## config.mk

```make
export PLATFORM = sky130hd
export DESIGN_NAME = bin2bcd_seq
export DESIGN_NICKNAME = d
export VERILOG_FILES = /design/src/rtl/bin2bcd_seq.sv
export SDC_FILE = /design/constraint.sdc
export NUM_CORES = 1
export LEC_CHECK = 0
export CAP_MARGIN = 20
export CORE_MARGIN = 5
export CORE_UTILIZATION = 59
export CTS_BUF_LIST = sky130_fd_sc_hd__clkbuf_16
export CTS_CLUSTER_SIZE = 25
export DETAILED_ROUTE_END_ITERATION = 8
export HOLD_SLACK_MARGIN = 0.15
export PLACE_DENSITY = 0.89
export SYNTH_ARGS = -nofsm -noshare
export SYNTH_HDL_FRONTEND = slang
export SYNTH_SLANG_ARGS = --single-unit
```

## constraint.sdc

```tcl
create_clock -name clk -period 3.77 [get_ports clk]
set_clock_uncertainty 0.1 [all_clocks]
set_input_delay 0.9425 -clock clk [delete_from_list [all_inputs] [get_ports clk]]
set_output_delay 0.9425 -clock clk [all_outputs]
set_load 0.01 [all_outputs]
```

## src/rtl/bin2bcd_seq.sv

```systemverilog
// Sequential double-dabble binary-to-packed-BCD converter, one bit per clock.
// Optional leading-zero blank mask output enabled by defining BIN2BCD_BLANK_EN.
module bin2bcd_seq #(
  parameter int unsigned WIDTH  = 16,
  parameter int unsigned DIGITS = 5
) (
  input  logic                  clk,
  input  logic                  nrst,
  input  logic                  start,
  input  logic [WIDTH-1:0]      bin_in,
  output logic                  busy,
  output logic                  done,
  output logic [4*DIGITS-1:0]   bcd_out,
  output logic                  overflow
`ifdef BIN2BCD_BLANK_EN
  ,
  output logic [DIGITS-1:0]     blank_mask
`endif
);

  localparam int unsigned BW = 4 * DIGITS;
  localparam int unsigned CW = $clog2(WIDTH + 1);

  localparam logic [1:0] S_IDLE  = 2'd0;
  localparam logic [1:0] S_SHIFT = 2'd1;
  localparam logic [1:0] S_DONE  = 2'd2;

  logic [1:0]       state, state_nx;
  logic [WIDTH-1:0] bin_sr;
  logic [BW-1:0]    bcd_work;
  logic [BW-1:0]    corr;
  logic [CW-1:0]    count;
  logic             ovf_sticky;

  // State register
  always_ff @(posedge clk or negedge nrst) begin
    if (!nrst) state <= S_IDLE;
    else       state <= state_nx;
  end

  // Next-state logic; the last shift is the one taken with count at 1
  always_comb begin
    state_nx = state;
    case (state)
      S_IDLE:  if (start) state_nx = S_SHIFT;
      S_SHIFT: if (count == CW'(1)) state_nx = S_DONE;
      S_DONE:  state_nx = S_IDLE;
      default: state_nx = S_IDLE;
    endcase
  end

  // Per-digit add-3 correction, 4-bit wrap with no carry between digits
  always_comb begin
    corr = bcd_work;
    for (int unsigned i = 0; i < DIGITS; i++) begin
      if (bcd_work[4*i +: 4] >= 4'd5) corr[4*i +: 4] = bcd_work[4*i +: 4] + 4'd3;
    end
  end

`ifdef BIN2BCD_BLANK_EN
  logic [DIGITS-1:0] mask_c;
  logic              all_zero;

  // Leading-zero mask; the ones digit is never blanked
  always_comb begin
    mask_c   = '0;
    all_zero = 1'b1;
    for (int i = int'(DIGITS) - 1; i >= 0; i--) begin
      all_zero  = all_zero & (bcd_work[4*i +: 4] == 4'd0);
      mask_c[i] = all_zero;
    end
    mask_c[0] = 1'b0;
  end
`endif

  // Datapath and registered outputs
  always_ff @(posedge clk or negedge nrst) begin
    if (!nrst) begin
      bin_sr     <= '0;
      bcd_work   <= '0;
      count      <= '0;
      ovf_sticky <= 1'b0;
      busy       <= 1'b0;
      done       <= 1'b0;
      bcd_out    <= '0;
      overflow   <= 1'b0;
`ifdef BIN2BCD_BLANK_EN
      blank_mask <= '0;
`endif
    end else begin
      done <= 1'b0;
      busy <= (state_nx != S_IDLE);
      case (state)
        S_IDLE: begin
          if (start) begin
            bin_sr     <= bin_in;
            bcd_work   <= '0;
            count      <= CW'(WIDTH);
            ovf_sticky <= 1'b0;
          end
        end
        S_SHIFT: begin
          bcd_work <= {corr[BW-2:0], bin_sr[WIDTH-1]};
          bin_sr   <= {bin_sr[WIDTH-2:0], 1'b0};
          count    <= count - CW'(1);
          if (corr[BW-1]) ovf_sticky <= 1'b1;
        end
        S_DONE: begin
          bcd_out  <= bcd_work;
          overflow <= ovf_sticky;
          done     <= 1'b1;
`ifdef BIN2BCD_BLANK_EN
          blank_mask <= mask_c;
`endif
        end
        default: ;
      endcase
    end
  end

endmodule

```

==> results of run 1 <==
## area by class of cell
type	instances	area (sq um)	share of cell area, %
flip-flops and latches	67	1680	41.6
clock inverters	7	92.6	2.30
inverters	24	90.1	2.24
multi-input cells	209	1390	34.4
clock buffers	9	225	5.59
repair buffers	45	468	11.6
well taps	72	90.1	2.24
## report_power, final
group          internal (mW)  switching [mW]
Clock                  0.576           0.314
Combinational          0.588           0.731
Sequential             0.998           0.218
Total                   2.16            1.26
## cells in the mapped netlist (6+ instances only)
cell type / number / area [sq um]
a21oi_1: 15 / 75.1
and3b_1: 15 / 131
buf_2: 6 / 30.0
buf_6: 6 / 67.6
dfrtp_1: 67 / 1680
ha_1: 12 / 150
inv_1: 23 / 86.3
nand2_1: 49 / 184
nand2b_1: 6 / 37.5
o2111ai_1: 10 / 87.6
o21ai_0: 38 / 190
o21ai_1: 6 / 30.0
## logic make-up after synthesis
logic type	synth area share, %
AND/OR/NAND/NOR	14.5
adder cells (fa/ha/maj)	4.56
XOR/XNOR	1.33
AO/OA/AOI/OAI	20.8
buffers and inverters	6.99
multiplexers	0.949
flip-flops	50.9
## sequential cells by signal, indices dropped and copies added, names as in the netlist
| register | cells |
|---|---|
| busy | 1 |
| count | 5 |
| bcd_out | 20 |
| bcd_work | 20 |
| done | 1 |
| bin_sr | 16 |
| overflow | 1 |
| state | 2 |
| ovf_sticky | 1 |
## final timing paths
check | from | endpoint | slack (ps) | depth (start not counted)
hold reg to reg | bcd_out[3] | bcd_out[3] | 380 | 2
max in group asynchronous | nrst | bcd_work[17] | 2360 | 2
setup reg to reg | state[1] | bcd_work[5] | 1530 | 3
setup / recovery | start | bcd_work[3] | 1350 | 5
min in group asynchronous | nrst | bin_sr[11] | 570 | 1
hold / removal | bcd_out[3] | bcd_out[3] | 380 | 2
## per-layer routing
layer,track usage (%),vias up,share of wire (%)
met2,37.3,101,51
li1,-,1208,-
met4,11.5,0,2.6
met5,0,-,0
met1,27.1,1327,41
met3,3.63,19,4.9
## critical path, delay by kind of cell
| kind | cells | cell delay (ps) |
|---|---|---|
| buf+inv | 2 | 1090 |
| compound gates | 3 | 490 |
## metrics by stage
stage / worst slack (ps) / power, mW / cells / hold WS [ps] / util, %
floorplan: 2080 / 2.06 / 319 / 343 / -
global placement: 1130 / 2.35 / 416 / 360 / 67.3
detailed placement: 1050 / 2.44 / 416 / 369 / 67.3
CTS: 1190 / 3.38 / 432 / 382 / 73.1
global route: 1270 / 3.61 / 433 / 410 / 73.6
finish: 1350 / 3.43 / 433 / 379 / 73.6
==> flow_summary.toml, run 1 <==
[floorplan]
floorplan.initialDensity_pct = 60.2
dieArea_sq_um = 7180
rows = 27
die_x_um = 84.7
dieHeight_um = 84.7
coreArea_sq_um = 5470
ios = 42

[clock_tree]
cts_buffers = 9
htreeDepth = 3
cts_setup_buffers = 0
cts_hold_buf = 0
cts_sinks = 67
cts_resized = 0
cts_tree = "yes"
path_clk_slew_ps = 60
clock_latency_ps = 330
clockBufferDepth = 2
cts-root-buf = "clkbuf_16"

[grt]
grtUsageTotal_pct = 22.0
grt_max_degree = 38
grt_pass1_vias = 2602
overflow = 0
grt_pass1_wl_um = 12500
antenna_found_initial = 0

[hold_path]
holdCritPathClass = "flip-flop to flip-flop"

[timing]
hold_viol = 0
max_freq_mhz = 414
setup_viol = 0
relSlewSlack_pct = 37.0
period_needed_ps = 2420
rsz0062_at_grt = "no"
worstMarginPinSlew_ps = 945
report.final.slew_viol_count = 0
fin_setup_tns_ps = 0
period_share_pct = 64.1

[synthesis]
synthDistinctLibCells = 42
syn_nets = 350
ys_ff_latch = 67
postSynthAreaPerCell_sq_um = 10.3
netlist_area_sq_um = 3290
ys.flop_type = "dfrtp_1"
syn_inst = 319
synth_edf_count = 0
ys_seq_area_share_pct = 50.9
async_reset_ff_share_pct = 100
yosysWarnings = 0

[setup_path]
arrival_ps = 2530
worstPathRequired_ps = 3880
cpMaxStageDelayCell = "clkdlybuf4s50_1"
cp_slowest_stage_delay_ps = 810
crit_type = "input port to flip-flop"
cp-end-kind = "flip-flop"
start_kind = "input port"
worstPathMaxFanout = 18
crit_chain = "clkdlybuf4s50_1 > o21bai_4 > inv_2 > o31ai_1 > a32o_1"

[power_and_ir_drop]
peakVddDrop_v = 0.000556
p_leak_nw = 1.78
p_per_area_nw_per_um2 = 850

[drt]
num_vias = 2655
drt-pass1-iter-count = 5
drc = 0
avgViaCountPerCell = 6.13
wire_per_inst_um = 18.4
drtIter0Drc = 229
routed_wl_um = 7950
postRouteAntennaNets = 0

[final_layout]
mostFrequentLayoutCells = "dfrtp_1 (67), nand2_1 (49), clkdlybuf4s50_1 (40), o21ai_0 (38), inv_1 (23)"
antenna_cells = 0
layout_commonest_cell = "dfrtp_1"
final_net_count = 387
fin_area_sq_um = 4030
fillers = 380
synthToLayoutAreaGrowth_pct = 22.3
drive_gt1_share_pct = 8.03

[placed_design]
dp_hpwl_um = 4730
placed_cell_area_sq_um = 3680
gp_congestion = 0.805
port-buffer-count = 41

[run_status]
status = "finished, final reports clean"

[job]
maxCapViolations = 0
Power figures use the tool's default switching activity.
==> run 2: changes to the inputs <==
Settings changed: CORE_UTILIZATION 59 to 50, PLACE_DENSITY 0.89 to 0.81.
Clock period 3.77 ns to 2.01 ns, I/O delays scaled along.
==> flow_summary.toml, run 2 (same netlist as run 1, synthesis figures left out) <==
[power_and_ir_drop]
power_mw = 6.09
peakVddDrop_v = 0.000944
internal_power_mw = 3.92
p_leak_nw = 1.80
pwr-share-seq_pct = 36.8
switching_share_pct = 35.6
switchingPower_mw = 2.16
pwr-share-comb_pct = 38.7
clkPwrFrac_pct = 24.5
p_per_area_nw_per_um2 = 1500

[placed_design]
port-buffer-count = 41
gp_congestion = 0.819
dp.cells = 429
placed_cell_area_sq_um = 3750
dp_hpwl_um = 4560

[grt]
grt_max_degree = 68
grt_pass1_vias = 2561
grt_pass1_wl_um = 12100
grtUsageTotal_pct = 17.6
antenna_found_initial = 0
overflow = 0

[final_layout]
synthToLayoutAreaGrowth_pct = 22.8
multiInputGateArea_sq_um = 1390
antenna_cells = 0
top_regs = "bcd_out: 20 flops, bcd_work: 20 flops, bin_sr: 16 flops"
fin_util_pct = 63.4
ff_latch_area_sq_um = 1680
fin_area_sq_um = 4050
final_net_count = 395
drive_gt1_share_pct = 8.94
layout_commonest_cell = "dfrtp_1"
mostFrequentLayoutCells = "dfrtp_1 (67), nand2_1 (49), clkdlybuf4s50_1 (40), o21ai_0 (38), inv_1 (24)"
layoutNonFillerInstCount = 446
fillers = 516

[drt]
wl_met2_um = 3460
postRouteAntennaNets = 0
num_vias = 2530
met1_length_um = 3010
wire_per_inst_um = 15.3
routed_wl_um = 6810
drt-pass1-iter-count = 4
wl_met3_um = 197
drc = 0
highest_layer = "met4"
drtIter0Drc = 122
avgViaCountPerCell = 5.67

[hold_path]
holdPathStages = 2
holdCritPathClass = "flip-flop to flip-flop"
hold_path.startpoint = "bcd_out[12]"
min_to = "bcd_out[12]"

[setup_path]
start_kind = "flip-flop"
r2r-end = "bcd_work[13]"
cp-end-kind = "primary output"
worstPathRequired_ps = 1410
cp_num_cells = 1
worstPathMaxFanout = 2
crit_family = "buffers and inverters"
crit_buf_inv = 1
r2r_slack_ps = 350
cpMaxStageDelayCell = "clkdlybuf4s50_1"
arrival_ps = 1240
rr_startpoint = "bcd_work[12]"
crit_chain = "clkdlybuf4s50_1"
crit_type = "flip-flop to primary output"
cp_slowest_stage_delay_ps = 550
r2r_cells = 5

[clock_tree]
clockBufferDepth = 2
htreeDepth = 3
cts_sinks = 67
cts_tree = "yes"
cts_buffers = 9
cts_resized = 0
path_clk_slew_ps = 50
cts-root-buf = "clkbuf_16"
clock_latency_ps = 320

[timing]
hold_viol = 0
period_needed_ps = 1840
report.final.slew_viol_count = 0
period_share_pct = 91.6
rsz0062_at_grt = "no"
relSlewSlack_pct = 72.1
worstMarginPinSlew_ps = 412
setup_viol = 0
max_freq_mhz = 543
fin_setup_tns_ps = 0

[run_status]
status = "finished, final reports clean"

[floorplan]
rows = 29
ios = 42
floorplan.initialDensity_pct = 51.6
coreArea_sq_um = 6390
dieHeight_um = 91.2
dieArea_sq_um = 8310
die_x_um = 91.2

[job]
maxCapViolations = 0
-- run 2: cell count changes in the layout (fill, tap and decap cells not counted), sizes merged --
cell,change
clkinvlp,-3
buf,+7
dlygate4sd3,+1
bufinv,-1
inv,+1
clkinv,+3
-- run 2: cell type report --
cell class | count | share of cell area [%]
clock buffer | 9 | 5.57
clock inverter | 7 | 1.48
inverter | 24 | 2.23
multi-input combinational | 209 | 34.3
sequential | 67 | 41.4
tap | 77 | 2.38
timing repair buffer | 53 | 12.6
-- run 2: how the worst max path moves through the flow --
stage	from	slack, ps	end
floorplan	bcd_work[12]	600	bcd_work[13]
global placement	start	80	count[1]
detailed placement	start	-20	count[4]
CTS	bcd_out[0]	150	bcd_out[0]
global route	bcd_out[19]	130	bcd_out[19]
finish	bcd_out[0]	170	bcd_out[0]
-- run 2: metrics by stage --
stage | setup slack, ps | hold slack, ps
after floorplan | 600 | 107
after global placement | 77.5 | 360
after detailed placement | -16.3 | 370
after CTS | 146 | 382
after global routing | 130 | 398
final | 169 | 377
-- run 2: power by group through the flow --
stage / Sequential [mW] / Combinational [mW] / Clock (mW)
2_1_floorplan: 2.24 / 1.62 / 0
3_3_place_gp: 2.23 / 2.25 / 0
6_report: 2.24 / 2.35 / 1.49
3_5_place_dp: 2.26 / 2.35 / 0
5_1_grt: 2.32 / 2.64 / 1.59
4_1_cts: 2.24 / 2.38 / 1.52
-- run 2: timing repair --
item,in CTS,in global routing
buffers inserted,0,0
endpoints found under the setup margin,0,0
hold buffers,1,0
hold endpoints to repair,67,0
-- run 2: routing by layer --
layer	vias to the layer above	global-route usage (%)
met4	0	7.70
met2	47	29.4
met5	-	0
met1	1244	22.3
li1	1226	-
met3	13	3.06
==> run 3: changes to the inputs <==
Settings changed: CORE_UTILIZATION 50 to 52, CTS_BUF_LIST sky130_fd_sc_hd__clkbuf_16 to sky130_fd_sc_hd__clkbuf_8, PLACE_DENSITY 0.81 to 0.84.
==> flow_summary.toml, run 3 (same netlist as run 1, synthesis figures left out) <==
[drt]
wl_met2_um = 3100
num_vias = 2442
highest_layer = "met4"
wire_per_inst_um = 14.2
met1_length_um = 2930
avgViaCountPerCell = 5.48
postRouteAntennaNets = 0
wl_met3_um = 225
drc = 0
drt-pass1-iter-count = 4
drtIter0Drc = 161
routed_wl_um = 6350

[timing]
period_share_pct = 92.0
hold_viol = 0
fin_setup_tns_ps = 0
hold_slack_ps = 376
setup_viol = 0
period_needed_ps = 1850
max_freq_mhz = 541
rsz0062_at_grt = "no"
relSlewSlack_pct = 72.4
worstMarginPinSlew_ps = 414
report.final.slew_viol_count = 0

[clock_tree]
htreeDepth = 3
path_clk_slew_ps = 70
cts_sinks = 67
clock_latency_ps = 340
cts_tree = "yes"
cts_setup_buffers = 0
clockBufferDepth = 2
cts_buffers = 9
cts-root-buf = "clkbuf_8"

[floorplan]
ios = 42
dieArea_sq_um = 8030
floorplan.initialDensity_pct = 52.8
dieHeight_um = 89.6
coreArea_sq_um = 6240
rows = 29
die_x_um = 89.6

[grt]
antenna_found_initial = 0
overflow = 0
grtUsageTotal_pct = 17.6
grt_max_degree = 68
grt_pass1_wl_um = 11000
grt_pass1_vias = 2343

[final_layout]
final_net_count = 395
top_regs = "bcd_out: 20 flops, bcd_work: 20 flops, bin_sr: 16 flops"
multiInputGateArea_sq_um = 1390
layout_commonest_cell = "dfrtp_1"
drive_gt1_share_pct = 8.94
fin_util_pct = 63.0
mostFrequentLayoutCells = "dfrtp_1 (67), nand2_1 (49), clkdlybuf4s50_1 (40), o21ai_0 (38), inv_1 (26)"
ff_latch_area_sq_um = 1680
synthToLayoutAreaGrowth_pct = 19.4
antenna_cells = 0
fillers = 518

[hold_path]
holdCritPathClass = "flip-flop to flip-flop"

[job]
maxCapViolations = 0

[placed_design]
dp_hpwl_um = 4360
gp_congestion = 0.799
port-buffer-count = 41

[setup_path]
cp_slowest_stage_delay_ps = 550
crit_family = "buffers and inverters"
crit_type = "flip-flop to primary output"
arrival_ps = 1250
r2r_slack_ps = 400
crit_buf_inv = 1
start_kind = "flip-flop"
crit_chain = "clkdlybuf4s50_1"
worstPathMaxFanout = 2
worstPathRequired_ps = 1410
cp-end-kind = "primary output"
cpMaxStageDelayCell = "clkdlybuf4s50_1"

[power_and_ir_drop]
p_per_area_nw_per_um2 = 1410
switchingPower_mw = 2.06
peakVddDrop_v = 0.000731
pwr-share-comb_pct = 41.9
clkPwrFrac_pct = 17.6
p_leak_nw = 1.76
internal_power_mw = 3.48
pwr-share-seq_pct = 40.5
switching_share_pct = 37.2

[run_status]
status = "finished, final reports clean"
## run 3: per-layer routing
metal,GRT usage [%],vias up
met5,0,-
met4,5.68,0
met3,5.20,9
met2,26.7,44
met1,24.5,1175
li1,-,1214
## run 3: layout make-up
type | count | share of cell area, %
Clock inverter | 5 | 0.541
Clock buffer | 11 | 3.85
Multi-Input combinational cell | 209 | 35.3
Timing Repair Buffer | 53 | 13.0
Sequential cell | 67 | 42.6
Tap cell | 77 | 2.45
Inverter | 24 | 2.29
## run 3: power by group through the flow
stage / clock, mW / combinational, mW / sequential, mW
after floorplan: 0 / 1.62 / 2.24
after global placement: 0 / 2.24 / 2.23
after detailed placement: 0 / 2.33 / 2.25
after CTS: 0.997 / 2.33 / 2.24
after global routing: 1.07 / 2.61 / 2.32
final: 0.973 / 2.32 / 2.24
## run 3: worst paths after layout
check,startpoint,endpoint,depth (start not counted)
min,bcd_out[5],bcd_out[5],2
min in group asynchronous,nrst,bin_sr[13],3
max,bcd_out[0],bcd_out[0],1
max reg2reg,bcd_work[12],bcd_work[13],5
max in group asynchronous,nrst,bcd_work[2],3
min reg2reg,bcd_out[5],bcd_out[5],2
## run 3: repair_timing
item | 4_1_cts | 5_1_grt
hold endpoints to repair | 67 | 0
resized for setup | 0 | 0
hold buffers | 1 | 0
## run 3: per-stage QoR
step | std cells | setup slack (ps) | power (mW) | area (sq um)
after floorplan | 319 | 600 | 3.86 | 3290
after global placement | 429 | 128 | 4.47 | 3750
after detailed placement | 429 | 57.0 | 4.58 | 3750
after CTS | 446 | 134 | 5.57 | 3930
after global routing | 446 | 98.5 | 6.01 | 3930
final | 446 | 161 | 5.54 | 3930
